File: src/rtl/dr_pkg.sv
// Shared types and per-bit dual-rail helpers for the dual-rail receive bridge.
// Rail 1 carries logic 1 and rail 0 carries logic 0 for every data bit.
package dr_pkg;

   localparam int RAIL_NUM = 2;
   localparam int RAIL_0   = 0;
   localparam int RAIL_1   = 1;

   typedef enum logic {
      ENC_TP = 1'b0,
      ENC_FP = 1'b1
   } enc_e;

   typedef enum logic {
      WAIT_TOK = 1'b0,
      WAIT_SPC = 1'b1
   } rx_state_e;

   function automatic enc_e enc_from_str(input string s);
      enc_e r_enc;
      if (s == "FP") begin
         r_enc = ENC_FP;
      end else begin
         r_enc = ENC_TP;
      end
      return r_enc;
   endfunction

   // A two-phase bit is complete when exactly one of its rails has toggled.
   function automatic logic tp_bit_done(input logic [RAIL_NUM-1:0] s,
                                        input logic [RAIL_NUM-1:0] p);
      return (s[RAIL_1] ^ p[RAIL_1]) ^ (s[RAIL_0] ^ p[RAIL_0]);
   endfunction

   function automatic logic tp_bit_val(input logic [RAIL_NUM-1:0] s,
                                       input logic [RAIL_NUM-1:0] p);
      return s[RAIL_1] ^ p[RAIL_1];
   endfunction

   function automatic logic fp_bit_done(input logic [RAIL_NUM-1:0] s);
      return s[RAIL_1] | s[RAIL_0];
   endfunction

   function automatic logic fp_bit_bad(input logic [RAIL_NUM-1:0] s);
      return s[RAIL_1] & s[RAIL_0];
   endfunction

endpackage

File: src/rtl/dr_sync2.sv
// Two-flop synchronizer bank, one flop pair per input bit, async active-low
// reset to 0.
module dr_sync2 #(
   parameter int W = 1
) (
   input  logic         i_clk,
   input  logic         i_rst_n,
   input  logic [W-1:0] i_d,
   output logic [W-1:0] o_q
);

   logic [W-1:0] r_meta;
   logic [W-1:0] r_sync;

   // Metastability settling stage followed by the stable output stage.
   always_ff @(posedge i_clk or negedge i_rst_n) begin
      if (!i_rst_n) begin
         r_meta <= '0;
         r_sync <= '0;
      end else begin
         r_meta <= i_d;
         r_sync <= r_meta;
      end
   end

   assign o_q = r_sync;

endmodule

File: src/rtl/dr_sync_rx.sv
// Dual-rail link receiver: synchronizes the rails, detects completed tokens,
// acknowledges the producer and queues decoded words on a valid/ready stream.
module dr_sync_rx
   import dr_pkg::*;
#(
   parameter int    WIDTH = 32,
   parameter string ENC   = "TP",
   parameter int    DEPTH = 4
) (
   input  logic                           clk,
   input  logic                           rst,
   input  logic [WIDTH-1:0][RAIL_NUM-1:0] in,
   output logic                           ack_o,
   output logic [WIDTH-1:0]               m_data,
   output logic                           m_valid,
   input  logic                           m_ready,
   output logic [31:0]                    tok_cnt,
   output logic                           err
);

   localparam enc_e            ENC_SEL  = enc_from_str(ENC);
   localparam int              AW       = (DEPTH > 1) ? $clog2(DEPTH) : 1;
   localparam logic [AW:0]     CNT_FULL = (AW+1)'(DEPTH);
   localparam logic [AW:0]     CNT_ONE  = (AW+1)'(1);
   localparam logic [AW-1:0]   PTR_ONE  = AW'(1);

   logic [WIDTH*RAIL_NUM-1:0]      w_sync_q;
   logic [WIDTH-1:0][RAIL_NUM-1:0] w_s;

   logic [WIDTH-1:0][RAIL_NUM-1:0] r_prev;
   logic [WIDTH*RAIL_NUM-1:0]      r_s_q;
   rx_state_e                      r_state;
   logic                           r_ack;
   logic [WIDTH-1:0]               r_mem [DEPTH];
   logic [AW-1:0]                  r_wr_ptr;
   logic [AW-1:0]                  r_rd_ptr;
   logic [AW:0]                    r_count;
   logic                           r_valid;
   logic [31:0]                    r_tok_cnt;
   logic                           r_err;

   logic             w_done_tp;
   logic             w_done_fp;
   logic             w_both;
   logic [WIDTH-1:0] w_word_tp;
   logic [WIDTH-1:0] w_word_fp;
   logic             w_done;
   logic [WIDTH-1:0] w_word;
   logic             w_spacer;
   logic             w_rise;
   logic             w_full;
   logic             w_pop;
   logic             w_push;
   logic             w_prev_ld;
   logic             w_err_set;
   logic [AW:0]      w_count_nxt;
   rx_state_e        w_state_nxt;
   logic             w_ack_nxt;

   dr_sync2 #(
      .W (WIDTH*RAIL_NUM)
   ) u_sync (
      .i_clk   (clk),
      .i_rst_n (rst),
      .i_d     (in),
      .o_q     (w_sync_q)
   );

   assign w_s      = w_sync_q;
   assign w_spacer = ~(|w_sync_q);
   assign w_rise   = |(w_sync_q & ~r_s_q);
   assign w_full   = (r_count == CNT_FULL);
   assign w_pop    = r_valid & m_ready;

   // Per-bit completion and decode for both link encodings.
   always_comb begin
      w_done_tp = 1'b1;
      w_done_fp = 1'b1;
      w_both    = 1'b0;
      w_word_tp = '0;
      w_word_fp = '0;
      for (int i = 0; i < WIDTH; i++) begin
         w_word_tp[i] = tp_bit_val(w_s[i], r_prev[i]);
         w_word_fp[i] = w_s[i][RAIL_1];
         w_done_tp    = w_done_tp & tp_bit_done(w_s[i], r_prev[i]);
         w_done_fp    = w_done_fp & fp_bit_done(w_s[i]);
         w_both       = w_both | fp_bit_bad(w_s[i]);
      end
   end

   // Encoding select and protocol error detection.
   always_comb begin
      if (ENC_SEL == ENC_FP) begin
         w_done    = w_done_fp;
         w_word    = w_word_fp;
         w_err_set = w_both | ((r_state == WAIT_SPC) & w_rise);
      end else begin
         w_done    = w_done_tp;
         w_word    = w_word_tp;
         w_err_set = 1'b0;
      end
   end

   // Handshake FSM: next state, acknowledge level and push strobe.
   always_comb begin
      w_state_nxt = r_state;
      w_ack_nxt   = r_ack;
      w_push      = 1'b0;
      w_prev_ld   = 1'b0;
      case (r_state)
         WAIT_TOK: begin
            if (w_done && !w_full) begin
               w_push = 1'b1;
               if (ENC_SEL == ENC_FP) begin
                  w_ack_nxt   = 1'b1;
                  w_state_nxt = WAIT_SPC;
               end else begin
                  w_ack_nxt   = ~r_ack;
                  w_prev_ld   = 1'b1;
                  w_state_nxt = WAIT_TOK;
               end
            end else begin
               w_state_nxt = WAIT_TOK;
            end
         end
         WAIT_SPC: begin
            if (w_spacer) begin
               w_ack_nxt   = 1'b0;
               w_state_nxt = WAIT_TOK;
            end else begin
               w_state_nxt = WAIT_SPC;
            end
         end
         default: begin
            w_ack_nxt   = 1'b0;
            w_state_nxt = WAIT_TOK;
         end
      endcase
   end

   // FIFO occupancy update; a same-cycle pop never makes room for the push.
   always_comb begin
      case ({w_push, w_pop})
         2'b10:   w_count_nxt = r_count + CNT_ONE;
         2'b01:   w_count_nxt = r_count - CNT_ONE;
         default: w_count_nxt = r_count;
      endcase
   end

   // Handshake state, rail history and sticky error.
   always_ff @(posedge clk or negedge rst) begin
      if (!rst) begin
         r_state <= WAIT_TOK;
         r_ack   <= 1'b0;
         r_prev  <= '0;
         r_s_q   <= '0;
         r_err   <= 1'b0;
      end else begin
         r_state <= w_state_nxt;
         r_ack   <= w_ack_nxt;
         r_s_q   <= w_sync_q;
         if (w_prev_ld) begin
            r_prev <= w_s;
         end else begin
            r_prev <= r_prev;
         end
         if (w_err_set) begin
            r_err <= 1'b1;
         end else begin
            r_err <= r_err;
         end
      end
   end

   // Word FIFO storage, pointers, occupancy and token counter.
   always_ff @(posedge clk or negedge rst) begin
      if (!rst) begin
         for (int k = 0; k < DEPTH; k++) begin
            r_mem[k] <= '0;
         end
         r_wr_ptr  <= '0;
         r_rd_ptr  <= '0;
         r_count   <= '0;
         r_valid   <= 1'b0;
         r_tok_cnt <= 32'd0;
      end else begin
         if (w_push) begin
            r_mem[r_wr_ptr] <= w_word;
            r_wr_ptr        <= r_wr_ptr + PTR_ONE;
            r_tok_cnt       <= r_tok_cnt + 32'd1;
         end else begin
            r_wr_ptr  <= r_wr_ptr;
            r_tok_cnt <= r_tok_cnt;
         end
         if (w_pop) begin
            r_rd_ptr <= r_rd_ptr + PTR_ONE;
         end else begin
            r_rd_ptr <= r_rd_ptr;
         end
         r_count <= w_count_nxt;
         r_valid <= (w_count_nxt != '0);
      end
   end

   assign ack_o   = r_ack;
   assign m_data  = r_mem[r_rd_ptr];
   assign m_valid = r_valid;
   assign tok_cnt = r_tok_cnt;
   assign err     = r_err;

endmodule

File: config.mk
export PLATFORM = sky130hd
export DESIGN_NAME = dr_sync_rx
export DESIGN_NICKNAME = d
export VERILOG_FILES = /design/src/rtl/dr_pkg.sv /design/src/rtl/dr_sync2.sv /design/src/rtl/dr_sync_rx.sv
export SDC_FILE = /design/constraint.sdc
export NUM_CORES = 1
export LEC_CHECK = 0
export CORE_UTILIZATION = 35
export CTS_CLUSTER_SIZE = 16
export DETAILED_ROUTE_END_ITERATION = 12
export GPL_ROUTABILITY_DRIVEN = 0
export PLACE_DENSITY = 0.62
export SYNTH_ARGS = -nofsm -noshare
export SYNTH_HDL_FRONTEND = slang
export SYNTH_HIERARCHICAL = 1
export SYNTH_SLANG_ARGS = --single-unit
File: constraint.sdc
create_clock -name clk -period 3 [get_ports clk]
set_input_delay 0.3 -clock clk [delete_from_list [all_inputs] [get_ports clk]]
set_output_delay 0.3 -clock clk [all_outputs]
set_load 0.05 [all_outputs]
# Word-level counts from Yosys, hierarchy flattened
# Cells that the tools add are included.
op_classes:
  n_addsub: 5
  n_lt_le_gt_ge: 3
  n_shift: 0
  n_div: 0
  bitwise_logic: 132
  reduce_logical: 6
  eq_ne: 5
  muxes: 14
  multipliers: 0
op_table:
  columns: ["operator", "count"]
  rows:
  - ["$bwmux W128", 1]
  - ["$mux W32", 3]
  - ["$xor A1 B1 Y1", 96]
  - ["$bmux W32 S2", 1]
  - ["$demux W32 S2", 1]
  - ["$reduce_or A64 Y1", 1]
  - ["$add A32 B1 Y32 const B", 1]
  - ["$and A1 B1 Y1", 32]
  - ["$ge A3 B3 Y1 const B", 2]
  - ["$not A2 Y3", 2]
  - ["$pmux W3 S2", 1]
  - ["$mux W1", 5]
  - ["$add A2 B1 Y2 const B", 2]
  - ["$ne A2 B2 Y1 const B", 2]
  - ["$pmux W1 S2", 2]
  - ["$add A3 B1 Y3 const B", 1]
  - ["$eq A3 B3 Y1 const B", 1]
  - ["$lt A3 B1 Y1 const B", 1]
  - ["$reduce_bool A3 Y1", 1]
  - ["$sub A3 B1 Y3 const B", 1]
  - ["$eq A2 B1 Y1 const B", 1]
  - ["$eq A2 B2 Y1 const B", 1]
  - ["$logic_and A1 B1 Y1", 2]
  - ["$not A1 Y1", 2]
  - ["other kinds (2)", 2]
word_totals:
  latchBits: 0
  inputBits: 67
  register_bits: 362
  output_inout_bits: 67
  mem_bits_ro: 0
  n_memories: 0
  ram_bits: 0
  elab_cells: 210

# Logic depth before layout (Yosys ltp)
# Gate-level depths: netlist of the first run.
depth:
  ltp_word: 39
  mapped_depth: 13
  depth_no_buf: 13

# Cells and area by module
# Netlist of the first run, hierarchy kept.
modules_own_cells:
  columns: ["module", "n_inst", "cells_each", "area_each_um2", "seq_area_each_um2"]
  rows:
  - ["dr_sync_rx", 1, 763, 11039.3, 5855.6]
  - ["dr_sync2", 1, 128, 3203.1, 3203.1]

# Worst setup path before layout of the first run
# OpenSTA, ideal clock, no wires.
synth_path:
  kind: "reg2reg"
  startpoint: "register r_prev[63] in the netlist's numbering"
  endpoint: "register r_valid, in the netlist m_valid"
  path_stages_with_launch: 12
  path_slack_ns: 0.124
  t_required_ns: 2.869
  synth_period_minus_slack_ns: 2.876
  n_path_buf: 1
  setup_time_ns: 0.131
  t_arrival_ns: 2.744
  cell_sequence: "dfrtp_1 -> xor2_1 -> a22o_1 -> a211oi_1 -> and3_1 -> clkbuf_1 -> and3_1 -> inv_1 -> ha_1 -> fa_1 -> mux2_2 -> or3_1"
synth_between:
  elab_chain_cells: 9
  word_cells_on_any_way: 10
  classes_between: "2 x eq/ne; 3 x mux; 3 x bitwise; 2 x reduce/logical"
synth_rtl:
  columns: ["item", "line", "rtl"]
  rows:
  - ["from (decl)", "dr_sync_rx.sv:30", "logic [WIDTH-1:0][RAIL_NUM-1:0] r_prev;"]
  - ["from (signal assigned)", "dr_sync_rx.sv:163", "r_prev <= w_s;"]
  - ["from (signal assigned)", "dr_sync_rx.sv:165", "r_prev <= r_prev;"]
  - ["$xor A1 B1 Y1 * (2 in series)", "dr_pkg.sv:32", "return (s[RAIL_1] ^ p[RAIL_1]) ^ (s[RAIL_0] ^ p[RAIL_0]);"]
  - ["$and A1 B1 Y1 *", "dr_sync_rx.sv:85", "w_done_tp = w_done_tp & tp_bit_done(w_s[i], r_prev[i]);"]
  - ["$logic_and A1 B1 Y1 *", "dr_sync_rx.sv:112", "if (w_done && !w_full) begin"]
  - ["$mux W1 *", "dr_sync_rx.sv:112", null]
  - ["$mux W1 *", "dr_sync_rx.sv:110", "case (r_state)"]
  - ["$eq A2 B1 Y1 / $eq A2 B2 Y1 (equally long branches)", "dr_sync_rx.sv:143", "case ({w_push, w_pop})"]
  - ["$pmux W3 S2 *", "dr_sync_rx.sv:143", null]
  - ["named net w_count_nxt[1]", "dr_sync_rx.sv:56", "logic [AW:0] w_count_nxt;"]
  - ["$reduce_bool A3 Y1 *", "dr_sync_rx.sv:201", "r_valid <= (w_count_nxt != '0);"]
  - ["to (signal assigned)", "dr_sync_rx.sv:201", null]
  - ["to (decl)", "dr_sync_rx.sv:38", "logic r_valid;"]
# The timed path passes the listed nets; every way through them passes the cells marked *.
# A chain may end at the register's enable or synchronous reset.

# Worst setup path after layout of the first run
layout_path:
  startpoint: "register r_prev[17] in the netlist's numbering"
  endpoint: "register r_valid, in the netlist m_valid"
layout_between:
  elab_chain_cells: 32
  word_cells_on_any_way: 33
  classes_between: "2 x eq/ne; 3 x mux; 26 x bitwise; 2 x reduce/logical"
layout_rtl:
  columns: ["item", "line"]
  rows:
  - ["$xor A1 B1 Y1 * (2 in series)", "dr_pkg.sv:32"]
  - ["$and A1 B1 Y1 * (24 in series)", "dr_sync_rx.sv:85"]
  - ["$logic_and A1 B1 Y1 *", "dr_sync_rx.sv:112"]
  - ["$mux W1 *", "dr_sync_rx.sv:112"]
  - ["$mux W1 *", "dr_sync_rx.sv:110"]
  - ["$eq A2 B1 Y1 / $eq A2 B2 Y1 (equally long branches)", "dr_sync_rx.sv:143"]
  - ["$pmux W3 S2 *", "dr_sync_rx.sv:143"]
  - ["named net w_count_nxt[1]", "dr_sync_rx.sv:56"]
  - ["$reduce_bool A3 Y1 *", "dr_sync_rx.sv:201"]
# Marked as above.

==> results of run 1 <==
## final cells by class
type,count,area [um2]
clock inverters,16,151
inverters,11,41.3
multi-input cells,485,5080
clock buffers,56,1150
flip-flops and latches,362,9060
well taps,525,657
repair buffers,188,1790
fillers,3507,22000
## power by group through the flow
stage,clock network (uW),logic [uW],registers (uW)
2_1_floorplan,0,537,5170
3_3_place_gp,0,994,5210
6_report,4830,986,5120
4_1_cts,4990,1010,5120
5_1_grt,5190,1070,5130
3_5_place_dp,0,1010,5210
## Yosys cell counts, types with 7 or more instances
cell type	count	area [um2]
buf_2	20	100
nand4_1	14	87.6
xnor2_1	61	534
nand2_1	17	63.8
nor4_1	19	119
mux4_2	32	721
clkbuf_1	7	26.3
dfrtp_1	362	9060
nor3_1	9	45.0
nor2_1	8	30.0
nor4_2	15	188
nand3_1	9	45.0
mux2_2	195	2200
xor2_1	66	578
inv_1	11	41.3
## critical path, stage by stage, from the launching register on
cell     delay (ns)
dfrtp_1        0.40
xor2_2         0.20
xnor2_2        0.17
nor4_2         0.32
nand2_1        0.09
nor4_1         0.20
and3_1         0.18
inv_1          0.05
ha_2           0.18
fa_2           0.41
mux2_2         0.28
or3_1          0.34
## sequential cells by signal (all words and copies together) (netlist names)
name           cells
ack_o              1
m_valid            1
r_count            3
r_mem            128
r_prev            64
r_rd_ptr           2
r_state            1
r_wr_ptr           2
tok_cnt           32
u_sync/o_q        64
u_sync/r_meta     64
## worst paths after layout
path | startpoint | end | slack (ns)
setup reg to reg | r_prev[17]$_DFFE_PN0P_ | m_valid$_DFF_PN0_ | 0.06
hold reg to reg | u_sync/r_meta[49]$_DFF_PN0_ | u_sync/o_q[49]$_DFF_PN0_ | 0.35
max in group asynchronous | rst | r_prev[37]$_DFFE_PN0P_ | 1.76
setup / recovery | r_prev[17]$_DFFE_PN0P_ | m_valid$_DFF_PN0_ | 0.06
min in group asynchronous | rst | r_mem[104]$_DFFE_PN0P_ | 0.36
hold / removal | in[13] | u_sync/r_meta[13]$_DFF_PN0_ | 0.19
## cells by family after synthesis
| family | count (synthesis) | share of synthesized area (%) |
|---|---|---|
| flops | 362 | 63.6 |
| fa+ha+maj | 7 | 0.668 |
| xor+xnor | 129 | 8.04 |
| mux | 227 | 20.5 |
| other cells | 1 | 0.0263 |
| compound gates | 7 | 0.334 |
| buf+inv | 44 | 1.44 |
| simple gates | 114 | 5.41 |
## metal layers
metal | vias up | GRT usage, %
met4 | 0 | 4.81
met2 | 154 | 24.7
met3 | 45 | 3.02
li1 | 3540 | -
met1 | 3995 | 21.6
met5 | - | 0
## timing repair
| action | CTS | global route |
|---|---|---|
| buffers inserted | 0 | 1 |
| setup endpoints to repair | 1 | 1 |
| pin swaps | 4 | 4 |
| hold buffers | 1 | 0 |
| gates cloned | 0 | 0 |
| gates resized for setup | 7 | 8 |
| hold endpoints to repair | 78 | 0 |
## metrics by stage
step | cells | util [%] | setup TNS [ns] | setup WS [ns]
3_5_place_dp | 1569 | 41.4 | -0.000525 | -0.000525
2_1_floorplan | 891 | - | 0 | 0.124
5_1_grt | 1643 | 44.9 | -0.100 | -0.100
4_1_cts | 1642 | 44.8 | 0 | 0.00659
6_report | 1643 | 44.9 | 0 | 0.0575
3_3_place_gp | 1569 | 41.4 | 0 | 0.0255
## cell usage in the layout (no fill, tap or decap), types with 10 or more instances in the layout
master	synthesis	layout
nor4_1	19	19
nand4_1	14	14
nor4_2	15	15
xor2_1	66	56
xor2_2	2	12
clkdlybuf4s50_1	0	99
inv_1	11	11
dfrtp_1	362	361
clkinv_2	0	10
mux4_2	32	32
mux2_2	195	195
xnor2_1	61	58
buf_12	0	10
clkbuf_16	0	41
nand2_1	17	17
buf_4	2	77
==> run summary, run 1 <==
first-pass GRT wire length - 48,900 um
Arrival @ worst endpoint - 3.37 ns
P per Cell Area - 610 nW/um2
WP data required - 3.43 ns
Antenna Cells - 0
Total GRT Usage - 15.6%
TritonCTS clock tree - yes
WL met2 - 14,500 um
max-slew violations - 0
H-tree depth reported by CTS - 2
Avg Vias per Cell - 4.71
Int Pwr - 8320 uW
status - complete, no violations
clock buffer depth - 3
Avg Cell Area, Syn - 16.0 um2
Post-synth ARST share - 100%
Port Buf Inserts - 132
hold slack - 0.186 ns
Clock Sinks - 362
worst hold path stage count - 1
Gate Count Post-Synth - 891
crit start category - flop
ANT nets after route - 0
RSZ-0062 raised after global routing - yes
top layer in use - met4
Area Growth Syn to Fin - 25.9%
Netlist cell types - 40
Num CTS Buffers - 40
Tcrit/Tclk final - 98.1%
VDD IR max - 451 uV
worst hold path class - in2reg
first drt pass iteration count - 4
vias in the first global route - 8,311
post-route minimum period - 2.94 ns
Root Driver - clkbuf_16
I/O pin count - 134
initial DRC count - 269
max-cap violations - 0
layout cells sized above 1 - 37.4%
post-synth net total - 965
maximum clock frequency - 340 MHz
Seq/Total Area, Yosys - 63.6%
Post-synth EDFFs - 0
Post-Route M1 WL - 14,300 um
post-DP HPWL - 21,200 um
Setup CP Type - reg2reg
total gr overflow - 0
actual slew at the worst max-slew pin - 0.711 ns
Synth Cell Area - 14,200 um2
#FFs+latches synth - 362
Comb power frac - 9.0%
Post-synth top flop - dfrtp_1
Post-Route WL - 31,000 um
row count - 73
Routed wire per std cell - 18.9 um
Psw - 2620 uW
DRC Markers - 0
largest net degree at the start of global routing - 86
Core ar. - 39,900 um2
Switching Share - 23.9%
DR WL met3 - 1420 um
final setup fails - 0
Post-Layout Inst Area - 17,900 um2
Die Area - 41,500 um2
Clock Skew - 0.0240 ns
Static Leakage - 0.00848 uW
yosys warns - 6
nets@finish - 1,162
clock power share - 44.1%
register share of total power - 46.8%
area of placed instances - 16,500 um2
initial antenna violation count - 0
die height - 204 um
critical path peak fanout - 2
worst-skew pair later-pin latency - 0.55 ns
Starting Density - 35.7%
Setup crit end kind - flop
total power draw - 10,900 uW
Clock transition at path regs - 0.06 ns
R2R depth - 11
Fin. Hold Viols - 0
max-slew headroom at the worst pin - 52.6%
via count - 7,734
Die W - 204 um
(Power assumes the default switching activity.)
==> run 2: changes to the inputs <==
--- a/config.mk
+++ b/config.mk
@@ -5,11 +5,11 @@
 export SDC_FILE = /design/constraint.sdc
 export NUM_CORES = 1
 export LEC_CHECK = 0
-export CORE_UTILIZATION = 35
+export CORE_UTILIZATION = 45
 export CTS_CLUSTER_SIZE = 16
 export DETAILED_ROUTE_END_ITERATION = 12
 export GPL_ROUTABILITY_DRIVEN = 0
-export PLACE_DENSITY = 0.62
+export PLACE_DENSITY = 0.75
 export SYNTH_ARGS = -nofsm -noshare
 export SYNTH_HDL_FRONTEND = slang
 export SYNTH_HIERARCHICAL = 1
==> constraint.sdc (replaced) <==
create_clock -name clk -period 2.37 [get_ports clk]
set_input_delay 0.237 -clock clk [delete_from_list [all_inputs] [get_ports clk]]
set_output_delay 0.237 -clock clk [all_outputs]
set_load 0.05 [all_outputs]
==> run 2 against run 1 <==
Against the previous run: the run now ends with DRC, setup timing left; clock power is 29% higher; cell count fell by 1.9%; hold slack got worse by 0.048 ns; fmax increased by 1.0%; register-to-register slack lost 0.60 ns; core utilization increased by 18 points; sequential cell count unchanged; non-clock buffer count up 100; largest cell class unchanged.
==> run summary, run 2 (synthesis gave the netlist of run 1 again) <==
Avg Vias per Cell - 5.13 (+9.0%)
largest net degree at the start of global routing - 74 (-14%)
Post-Route WL - 32,000 um (+3.4%)
Comb power frac - 10.0% (+1.0 points)
Clock Skew - 0.0282 ns (+0.00423 ns)
Post-Layout Inst Area - 19,400 um2 (+8.0%)
Layout fillers - 2,199 (-37%)
Setup CP Type - reg2reg
most frequent cells in the layout - 360 x dfrtp_1, 194 x mux2_2, 125 x buf_4
Clock transition at path regs - 0.06 ns (about the same)
Clock Sinks - 362 (unchanged)
Tcrit/Tclk final - 123% (+25 points)
initial DRC count - 395 (+47%)
Sequential Area - 9060 um2 (about the same)
Int Pwr - 10,800 uW (+30%)
I/O pin count - 134 (unchanged)
post-route minimum period - 2.91 ns (-0.0302 ns)
P per Cell Area - 728 nW/um2 (+19%)
clock power share - 44.2% (about the same)
max reg flops - 128 (unchanged)
final setup fails - 230 (+230)
crit start category - flop
first drt pass iteration count - 8 (+4)
Root Driver - clkbuf_16
actual slew at the worst max-slew pin - 0.816 ns (+0.105 ns)
critical path peak fanout - 2 (unchanged)
layout cells sized above 1 - 43.4% (+6.0 points)
clock buffer depth - 3 (unchanged)
Fin. Hold Viols - 0 (unchanged)
max-cap violations - 0 (unchanged)
worst hold path class - in2reg
TritonCTS clock tree - yes
die height - 180 um (-12%)
Area Growth Syn to Fin - 36.0%
worst hold path stage count - 1 (unchanged)
R2R depth - 13 (+2)
Switching Share - 23.3% (-0.65 points)
Hold EP - u_sync/r_meta[2]$_DFF_PN0_
Final Worst Setup Slack - -0.542 ns (-0.600 ns)
Die W - 180 um (-12%)
pre-CTS setup slack - -0.488 ns (-0.487 ns)
vias in the first global route - 8,880 (+6.8%)
Starting Density - 46.2% (+11 points)
most common cell after layout, fill and taps aside - dfrtp_1
Psw - 3280 uW (+25%)
reg2reg start - r_prev[61]$_DFFE_PN0P_
Die Area - 32,400 um2 (-22%)
DRC Markers - 7 (+7)
ANT nets after route - 0 (unchanged)
max-slew headroom at the worst pin - 45.5% (-7.1 points)
first-pass GRT wire length - 49,800 um (+1.8%)
worst reg2reg path endpoint - m_valid$_DFF_PN0_
RSZ-0062 raised after global routing - yes
H-tree depth reported by CTS - 2 (unchanged)
Antenna Cells - 0 (unchanged)
maximum clock frequency - 343 MHz (+1.0%)
Largest Register - r_mem
row count - 64 (-12%)
VDD IR max - 532 uV (+18%)
Routed wire per std cell - 19.9 um (+5.4%)
Core ar. - 30,800 um2 (-23%)
post-DP HPWL - 20,600 um (-2.7%)
footprint of the multi-input gates - 5260 um2 (+3.5%)
Hold Crit Start - in[2]
initial antenna violation count - 1 (+1)
WP data required - 2.76 ns (-0.67 ns)
status - complete, but fails checks
via count - 8,268 (+6.9%)
worst-skew pair later-pin latency - 0.53 ns (-0.02 ns)
Arrival @ worst endpoint - 3.30 ns (-0.07 ns)
Port Buf Inserts - 132 (unchanged)
register share of total power - 45.8% (-1.0 points)
reg2reg setup slack - -0.54 ns (-0.60 ns)
area of placed instances - 17,400 um2 (+5.4%)
Total GRT Usage - 19.8% (+4.2 points)
Setup crit end kind - flop
nets@finish - 1,261 (+8.5%)
total gr overflow - 0 (unchanged)
Static Leakage - 0.00937 uW (+10%)
max-slew violations - 0 (unchanged)
Num CTS Buffers - 38 (-5.0%)
failing checks - DRC, setup timing
## run 2: how the worst max path moves through the flow
| stage | start | end | slack, ns |
|---|---|---|---|
| floorplan | u_sync/o_q[61]$_DFF_PN0_ | m_valid$_DFF_PN0_ | -0.37 |
| global placement | r_prev[31]$_DFFE_PN0P_ | m_valid$_DFF_PN0_ | -0.50 |
| detailed placement | u_sync/o_q[61]$_DFF_PN0_ | m_valid$_DFF_PN0_ | -0.49 |
| CTS | r_prev[61]$_DFFE_PN0P_ | m_valid$_DFF_PN0_ | -0.49 |
| global route | r_prev[61]$_DFFE_PN0P_ | m_valid$_DFF_PN0_ | -0.66 |
| finish | r_prev[61]$_DFFE_PN0P_ | m_valid$_DFF_PN0_ | -0.54 |
## run 2: area by class of cell
class                   instances  share of cell area [%]
clock buffers                  50                    5.41
multi-input cells             486                    27.2
inverters                      11                   0.213
repair buffers                288                    16.5
flip-flops and latches        362                    46.8
well taps                     396                    2.56
clock inverters                19                    1.38
## run 2: critical path, stage by stage, from the launching register on
cell and delay [ns]:
dfrtp_1 0.41, xor2_2 0.19, xnor2_1 0.14, nor4_2 0.33, nand2_1 0.09, nor4_1 0.16
and3_1 0.18, inv_1 0.05, ha_2 0.17, fa_2 0.33, xnor2_1 0.15, nor2_1 0.06
xor2_1 0.15, or3_1 0.34
## run 2: metal layers
layer	GRT usage [%]	routed length (um)	share of wire, %
met1	27.7	14600	46
met2	31.6	15300	48
met3	3.75	1420	4.4
met4	5.59	705	2.2
met5	0	0	0
## run 2: through the flow
stage | hold slack, ns | TNS, ns | instances | utilization (%) | total power [uW]
after floorplan | -0.0586 | -0.419 | 891 | - | 7250
after global placement | 0.190 | -64.69 | 1523 | 56.5 | 7940
after detailed placement | 0.187 | -54.14 | 1523 | 56.5 | 7960
after CTS | 0.129 | -42.74 | 1602 | 62.1 | 14200
after global routing | 0.125 | -88.76 | 1612 | 62.8 | 14600
final | 0.139 | -71.90 | 1612 | 62.8 | 14100
## run 2: power by group through the flow
| stage | logic, uW | registers [uW] | clock network (uW) |
|---|---|---|---|
| after CTS | 1410 | 6460 | 6340 |
| final | 1410 | 6460 | 6230 |
| after global placement | 1380 | 6560 | 0 |
| after floorplan | 697 | 6550 | 0 |
| after global routing | 1530 | 6470 | 6620 |
| after detailed placement | 1400 | 6560 | 0 |
## run 2: repair_timing
action,in CTS,in global routing
setup buffers,4,7
gates resized for setup,38,18
cloned,5,3
hold buffers,1,0
hold endpoints to repair,45,0
endpoints found under the setup margin,229,232
pin swaps,5,8
